**config.mk**
```make
export PLATFORM = sky130hd
export DESIGN_NAME = fuzz_run_sequencer
export DESIGN_NICKNAME = d
export VERILOG_FILES = /design/src/rtl/fuzz_ctl_pkg.sv /design/src/rtl/sig_misr.sv /design/src/rtl/fuzz_run_sequencer.sv
export SDC_FILE = /design/constraint.sdc
export NUM_CORES = 1
export LEC_CHECK = 0
export BUFFER_PORTS_ARGS = -buffer_cell sky130_fd_sc_hd__buf_2
export CORE_AREA = 4 4 288 290
export DETAILED_ROUTE_END_ITERATION = 7
export DIE_AREA = 0 0 292 294
export HOLD_SLACK_MARGIN = 0.1
export PLACE_DENSITY = 0.43
export SYNTH_ARGS = -nofsm -noshare
export SYNTH_HDL_FRONTEND = slang
export SYNTH_SLANG_ARGS = --single-unit
```
**constraint.sdc**
```tcl
create_clock -name clk -period 12.5 [get_ports clk]
set_input_delay 1.875 -clock clk [delete_from_list [all_inputs] [get_ports clk]]
set_output_delay 1.875 -clock clk [all_outputs]
set_load 0.02 [all_outputs]
```
**src/rtl/fuzz_ctl_pkg.sv**
```systemverilog
// Shared state encoding, polynomial constants and the LFSR step for the fuzz run sequencer.
package fuzz_ctl_pkg;

    typedef enum logic [2:0] {
        ST_IDLE,
        ST_LOAD,
        ST_RUN,
        ST_DRAIN,
        ST_DONE
    } state_t;

    localparam logic [31:0] LFSR_TAPS = 32'h00400007;
    localparam logic [31:0] MISR_POLY = 32'h04C11DB7;
    localparam logic [31:0] SIG_INIT  = 32'hFFFFFFFF;

    // Galois left-shift step; taps are folded in when the bit shifted out is set.
    function automatic logic [31:0] lfsr_step(input logic [31:0] l);
        return {l[30:0], 1'b0} ^ (l[31] ? LFSR_TAPS : 32'h0);
    endfunction

endpackage

```
**src/rtl/sig_misr.sv**
```systemverilog
// 32-bit MISR compacting a wide result bus; the bus is XOR-folded into 32-bit slices first.
module sig_misr
    import fuzz_ctl_pkg::*;
#(
    parameter int Y_W = 594
) (
    input  logic           clk,
    input  logic           rst,
    input  logic           clr,
    input  logic           en,
    input  logic [Y_W-1:0] data,
    output logic [31:0]    sig
);

    localparam int NSLICE = (Y_W + 31) / 32;

    // Zero-pad at the MSB end so the top slice is complete, then XOR all slices.
    function automatic logic [31:0] fold(input logic [Y_W-1:0] d);
        logic [NSLICE*32-1:0] padded;
        logic [31:0]          acc;
        padded         = '0;
        padded[Y_W-1:0] = d;
        acc            = '0;
        for (int i = 0; i < NSLICE; i++) begin
            acc = acc ^ padded[i*32 +: 32];
        end
        return acc;
    endfunction

    function automatic logic [31:0] misr_step(input logic [31:0] s, input logic [31:0] f);
        return {s[30:0], 1'b0} ^ (s[31] ? MISR_POLY : 32'h0) ^ f;
    endfunction

    always_ff @(posedge clk or posedge rst) begin
        if (rst) begin
            sig <= SIG_INIT;
        end else if (clr) begin
            sig <= SIG_INIT;
        end else if (en) begin
            sig <= misr_step(sig, fold(data));
        end
    end

endmodule

```
**src/rtl/fuzz_run_sequencer.sv**
```systemverilog
// Drives LFSR stimulus into a pipelined DUT for run_len cycles and compacts its results into a MISR signature.
module fuzz_run_sequencer
    import fuzz_ctl_pkg::*;
#(
    parameter int STIM_W     = 53,
    parameter int Y_W        = 594,
    parameter int CNT_W      = 16,
    parameter int PIPE_DEPTH = 2
) (
    input  logic              clk,
    input  logic              rst,
    input  logic              start,
    input  logic [31:0]       seed,
    input  logic [CNT_W-1:0]  run_len,
    input  logic [Y_W-1:0]    dut_y,
    output logic [STIM_W-1:0] stim,
    output logic              stim_valid,
    output logic              busy,
    output logic              done,
    output logic [31:0]       signature,
    output logic [CNT_W-1:0]  cycle_cnt
);

    localparam int DRAIN_W = (PIPE_DEPTH < 2) ? 1 : $clog2(PIPE_DEPTH + 1);
    localparam logic [CNT_W-1:0]   CNT_ONE    = 1;
    localparam logic [DRAIN_W-1:0] DRAIN_ONE  = 1;
    localparam logic [DRAIN_W-1:0] DRAIN_LAST = DRAIN_W'(PIPE_DEPTH - 1);

    state_t              state_q;
    state_t              state_d;
    logic                start_acc;
    logic [31:0]         seed_q;
    logic [CNT_W-1:0]    run_len_q;
    logic [31:0]         lfsr_q;
    logic [STIM_W-1:0]   stim_hold;
    logic [STIM_W-1:0]   stim_cur;
    logic [63:0]         stim_word;
    logic [CNT_W-1:0]    cycle_cnt_q;
    logic [DRAIN_W-1:0]  drain_cnt;
    logic                last_run;
    logic                drain_last;
    logic [PIPE_DEPTH-1:0] sample_vld_p;
    logic                sample_en;

    assign stim_word  = {lfsr_q, ~lfsr_q};
    assign stim_cur   = stim_word[STIM_W-1:0];
    assign last_run   = (cycle_cnt_q == (run_len_q - CNT_ONE));
    assign drain_last = (drain_cnt == DRAIN_LAST);

    always_ff @(posedge clk or posedge rst) begin
        if (rst) begin
            state_q <= ST_IDLE;
        end else begin
            state_q <= state_d;
        end
    end

    always_comb begin
        state_d   = state_q;
        start_acc = 1'b0;
        unique case (state_q)
            ST_IDLE: begin
                if (start) begin
                    start_acc = 1'b1;
                    state_d   = ST_LOAD;
                end
            end
            ST_LOAD: begin
                state_d = (run_len_q == '0) ? ST_DONE : ST_RUN;
            end
            ST_RUN: begin
                if (last_run) begin
                    state_d = ST_DRAIN;
                end
            end
            ST_DRAIN: begin
                if (drain_last) begin
                    state_d = ST_DONE;
                end
            end
            ST_DONE: begin
                if (start) begin
                    start_acc = 1'b1;
                    state_d   = ST_LOAD;
                end
            end
            default: begin
                state_d = ST_IDLE;
            end
        endcase
    end

    always_ff @(posedge clk or posedge rst) begin
        if (rst) begin
            seed_q      <= '0;
            run_len_q   <= '0;
            lfsr_q      <= 32'h1;
            stim_hold   <= '0;
            cycle_cnt_q <= '0;
            drain_cnt   <= '0;
        end else begin
            if (start_acc) begin
                seed_q    <= seed;
                run_len_q <= run_len;
            end
            case (state_q)
                ST_LOAD: begin
                    // A zero seed would lock the LFSR at zero forever.
                    lfsr_q      <= (seed_q == '0) ? 32'h1 : seed_q;
                    cycle_cnt_q <= '0;
                    drain_cnt   <= '0;
                end
                ST_RUN: begin
                    stim_hold   <= stim_cur;
                    lfsr_q      <= lfsr_step(lfsr_q);
                    cycle_cnt_q <= (cycle_cnt_q == '1) ? cycle_cnt_q : cycle_cnt_q + CNT_ONE;
                end
                ST_DRAIN: begin
                    drain_cnt <= drain_cnt + DRAIN_ONE;
                end
                default: begin
                end
            endcase
        end
    end

    // stim_valid delayed by the DUT latency marks the cycle its result is on dut_y.
    always_ff @(posedge clk or posedge rst) begin
        if (rst) begin
            sample_vld_p <= '0;
        end else begin
            sample_vld_p[0] <= stim_valid;
            for (int i = 1; i < PIPE_DEPTH; i++) begin
                sample_vld_p[i] <= sample_vld_p[i-1];
            end
        end
    end

    assign sample_en = sample_vld_p[PIPE_DEPTH-1];

    sig_misr #(
        .Y_W (Y_W)
    ) u_misr (
        .clk  (clk),
        .rst  (rst),
        .clr  (state_q == ST_LOAD),
        .en   (sample_en),
        .data (dut_y),
        .sig  (signature)
    );

    assign stim_valid = (state_q == ST_RUN);
    assign stim       = stim_valid ? stim_cur : stim_hold;
    assign busy       = (state_q == ST_LOAD) || (state_q == ST_RUN) || (state_q == ST_DRAIN);
    assign done       = (state_q == ST_DONE);
    assign cycle_cnt  = cycle_cnt_q;

endmodule

```
==> summary.txt <==
Die
  – Core Footprint: 80290 µm²
  – Row count: 104
  – IO Pins: 749
  – Die width: 292 µm
  – Die Ht: 294 µm
  – Initial Util: 0.1685
  – Die area: 85850 µm²

Clock network
  – Root buffer cell: clkbuf_16
  – CTS-repair resized insts: 0
  – Post-CTS setup buffers: 0
  – H-tree lvl count: 4
  – CTS tree: done
  – Max clock buf depth: 2
  – Post-CTS Hold Buffers: 0
  – Clock tree sinks: 188
  – Clk_lat worst skew: 0.49 ns
  – Clock transition at path regs: 0.08 ns
  – CTS buffer count: 17

Power and ir drop
  – Logic pwr share: 0.562
  – P per Cell Area: 225.5 nW/µm²
  – Sequential share of power: 0.292
  – Internal power: 0.002283 W
  – Psw: 0.002036 W
  – Pwr Total: 0.004319 W
  – Worst VDD drop: 135.1 µV
  – LEAKAGE: 8.273 nW
  – Clock share of power: 0.146
  – Switching Share: 0.4713

Timing
  – Final period util: 0.3740
  – Final setup viols: 0
  – Fin. Hold Viols: 0
  – Worst-margin pin slew: 1.141 ns
  – Max-slew headroom: 0.2382
  – RSZ-0062 raised after global routing: no
  – Fin crit period: 4.674 ns
  – Maximum clock frequency: 213.9 MHz
  – Clock skew after layout: 0.02068 ns
  – Slew Viols, Final: 0
  – Sum of negative setup slack: 0 ns

Finish
  – Layout fillers: 8819
  – Synthesis-to-finish area growth: 41.56%
  – NumNets Final: 2753
  – Share of layout cells above drive strength 1: 0.4155

Place
  – Routability cong.: 0.9162
  – # port buffers: 748
  – Post-DP HPWL: 59240 µm

Yosys
  – Syn Std Cell Area: 13530 µm²
  – Largest cells by area after synthesis: xnor2_1 34%, dfrtp_1 29%, dfstp_2 6.4%
  – YS warnings: 0
  – Sequential fraction of the synthesis area: 0.3508
  – Synth Register Bits: 188
  – Post-Syn Area per Cell: 9.788 µm²
  – Yosys top cell by area: xnor2_1
  – Share of the synthesized area in the top cell type: 0.3373
  – Syn nets: 2030
  – Asr flop ratio synth: 1.000
  – Synth Instances: 1382
  – Yosys cell types: 50
  – Post-synth EDFFs: 0
  – Synth Flop Type: dfrtp_1

Drt
  – DR iter-0 viols: 597
  – Post-Route WL: 69330 µm
  – Drt wl/cell: 21.75 µm
  – DR vias: 12430
  – Antenna-violating nets left: 0
  – Via density: 3.900
  – DRT Pass-1 Iters: 4
  – DRC viols: 0

Global route
  – GRT Total Usage: 0.1561
  – Number of global-route vias before repair: 12835
  – Global route total overflow: 0
  – Initial antenna violation count: 32
  – Largest net degree at the start of global routing: 90
  – First-pass GRT wire length: 95200 µm

Run status
  – Status: completed

Job
  – Max-Cap Viols: 0

Critical path
  – Critical Path RT: 10.62 ns
  – CP Data Arrival Time: 2.80 ns
  – Setup Crit Path Kind: flop to primary output
  – Crit end category: primary output
  – Crit-path max FO: 89
  – Startpoint Class: flop

Hold path
  – Hold crit path type: flop to flop
[final cells by class]
cell class,instances,area (µm²),area share
antenna,9,22.52,0.001176
clock buffer,19,452.9,0.02365
clock inverter,13,192.7,0.01006
inverter,9,41.29,0.002156
multi-input combinational,1131,8548,0.4464
sequential,188,4746,0.2478
tap,1060,1326,0.06926
timing repair buffer,758,3819,0.1994
[worst max-delay path, cell delays in order (launching register included)]
cell and delay (ns):
dfrtp_1 0.50, nor2b_1 0.22, nand2b_4 0.27, buf_4 0.75, o21ai_0 0.24, buf_2 0.22
[power by group through the flow]
stage          clock network [W]  registers, W  logic (W)
6_report                0.000629       0.00126    0.00243
5_1_grt                 0.000677       0.00131    0.00269
4_1_cts                 0.000659       0.00127    0.00248
3_5_place_dp                   0       0.00128    0.00247
3_3_place_gp                   0       0.00129    0.00246
2_1_floorplan                  0       0.00119    0.00166
[worst paths after layout]
path | start | endpoint | slack, ns | cells past startpoint
worst max-delay path | state_q[1]$_DFFE_PP0P_ | stim[7] | 7.83 | 5
worst min-delay path | stim_hold[49]$_DFF_PP0_ | stim_hold[49]$_DFF_PP0_ | 0.47 | 2
worst max register to register | run_len_q[0]$_DFFE_PP0P_ | state_q[1]$_DFFE_PP0P_ | 9.85 | 7
worst min register to register | stim_hold[49]$_DFF_PP0_ | stim_hold[49]$_DFF_PP0_ | 0.47 | 2
max in group asynchronous | rst | run_len_q[7]$_DFFE_PP0P_ | 9.56 | 3
min in group asynchronous | rst | stim_hold[37]$_DFF_PP0_ | 1.43 | 2
[logic make-up (layout without fill, tap and decap cells)]
kind of cell             count (synthesis)  in the layout  share of synthesized area
AND/OR/NAND/NOR                        238            238                    0.08168
other                                    0              9                          0
AO/OA/AOI/OAI                          217            217                    0.08954
XOR/XNOR                               626            626                     0.4175
adder cells (fa/ha/maj)                  3              3                   0.002775
flip-flops                             188            188                     0.3508
multiplexers                            47             47                    0.03903
buffers and inverters                   63            799                    0.01859
[stage by stage]
step	utilization	instance area [µm²]	std cells	hold WS [ns]	worst slack [ns]
2_1_floorplan	-	13530	1382	0.3312	5.566
3_5_place_dp	0.2302	18480	3146	0.4550	8.328
6_report	0.2385	19150	3187	0.4703	7.826
5_1_grt	0.2383	19130	3179	0.4962	7.523
3_3_place_gp	0.2302	18480	3146	0.4592	8.372
4_1_cts	0.2382	19130	3178	0.4750	7.779
[registers in the layout, indices dropped and copies added, names as in the netlist]
signal        count
state_q           3
run_len_q        16
seed_q           32
drain_cnt         2
lfsr_q           32
stim_hold        53
cycle_cnt        16
u_misr.sig       32
sample_vld_p      2
[cell usage after synthesis (all sizes together) (12+ instances only)]
cell type	count
o22ai	61
clkbuf	45
xnor3	12
xnor2	521
a21oi	64
dfrtp	155
o21ai	77
mux2	46
nand2	115
nor2	45
xor2	93
dfstp	33
[layer usage]
layer  vias to the layer above  GRT usage  wire length [µm]
li1                       6064          -                 -
met1                      5758     0.2094             30690
met2                       519     0.2387             30020
met3                        67    0.06626              7890
met4                        22    0.02340               598
met5                         -          0               131
[cells in the final DEF (no fill, tap or decap), types with 5 or more instances in the layout]
cell / instances
a21oi_1: 64
buf_2: 748
buf_4: 10
clkbuf_16: 17
dfrtp_1: 155
dfstp_2: 33
diode_2: 9
inv_1: 6
mux2_2: 46
nand2_1: 115
nand2b_1: 5
nand3_1: 5
nand4_1: 11
nor2_1: 43
nor3_1: 11
nor4_1: 10
o21ai_0: 76
o22ai_1: 61
or3_1: 8
xnor2_1: 521
xnor3_1: 12
xor2_1: 93
Power figures use the tool's default switching activity.
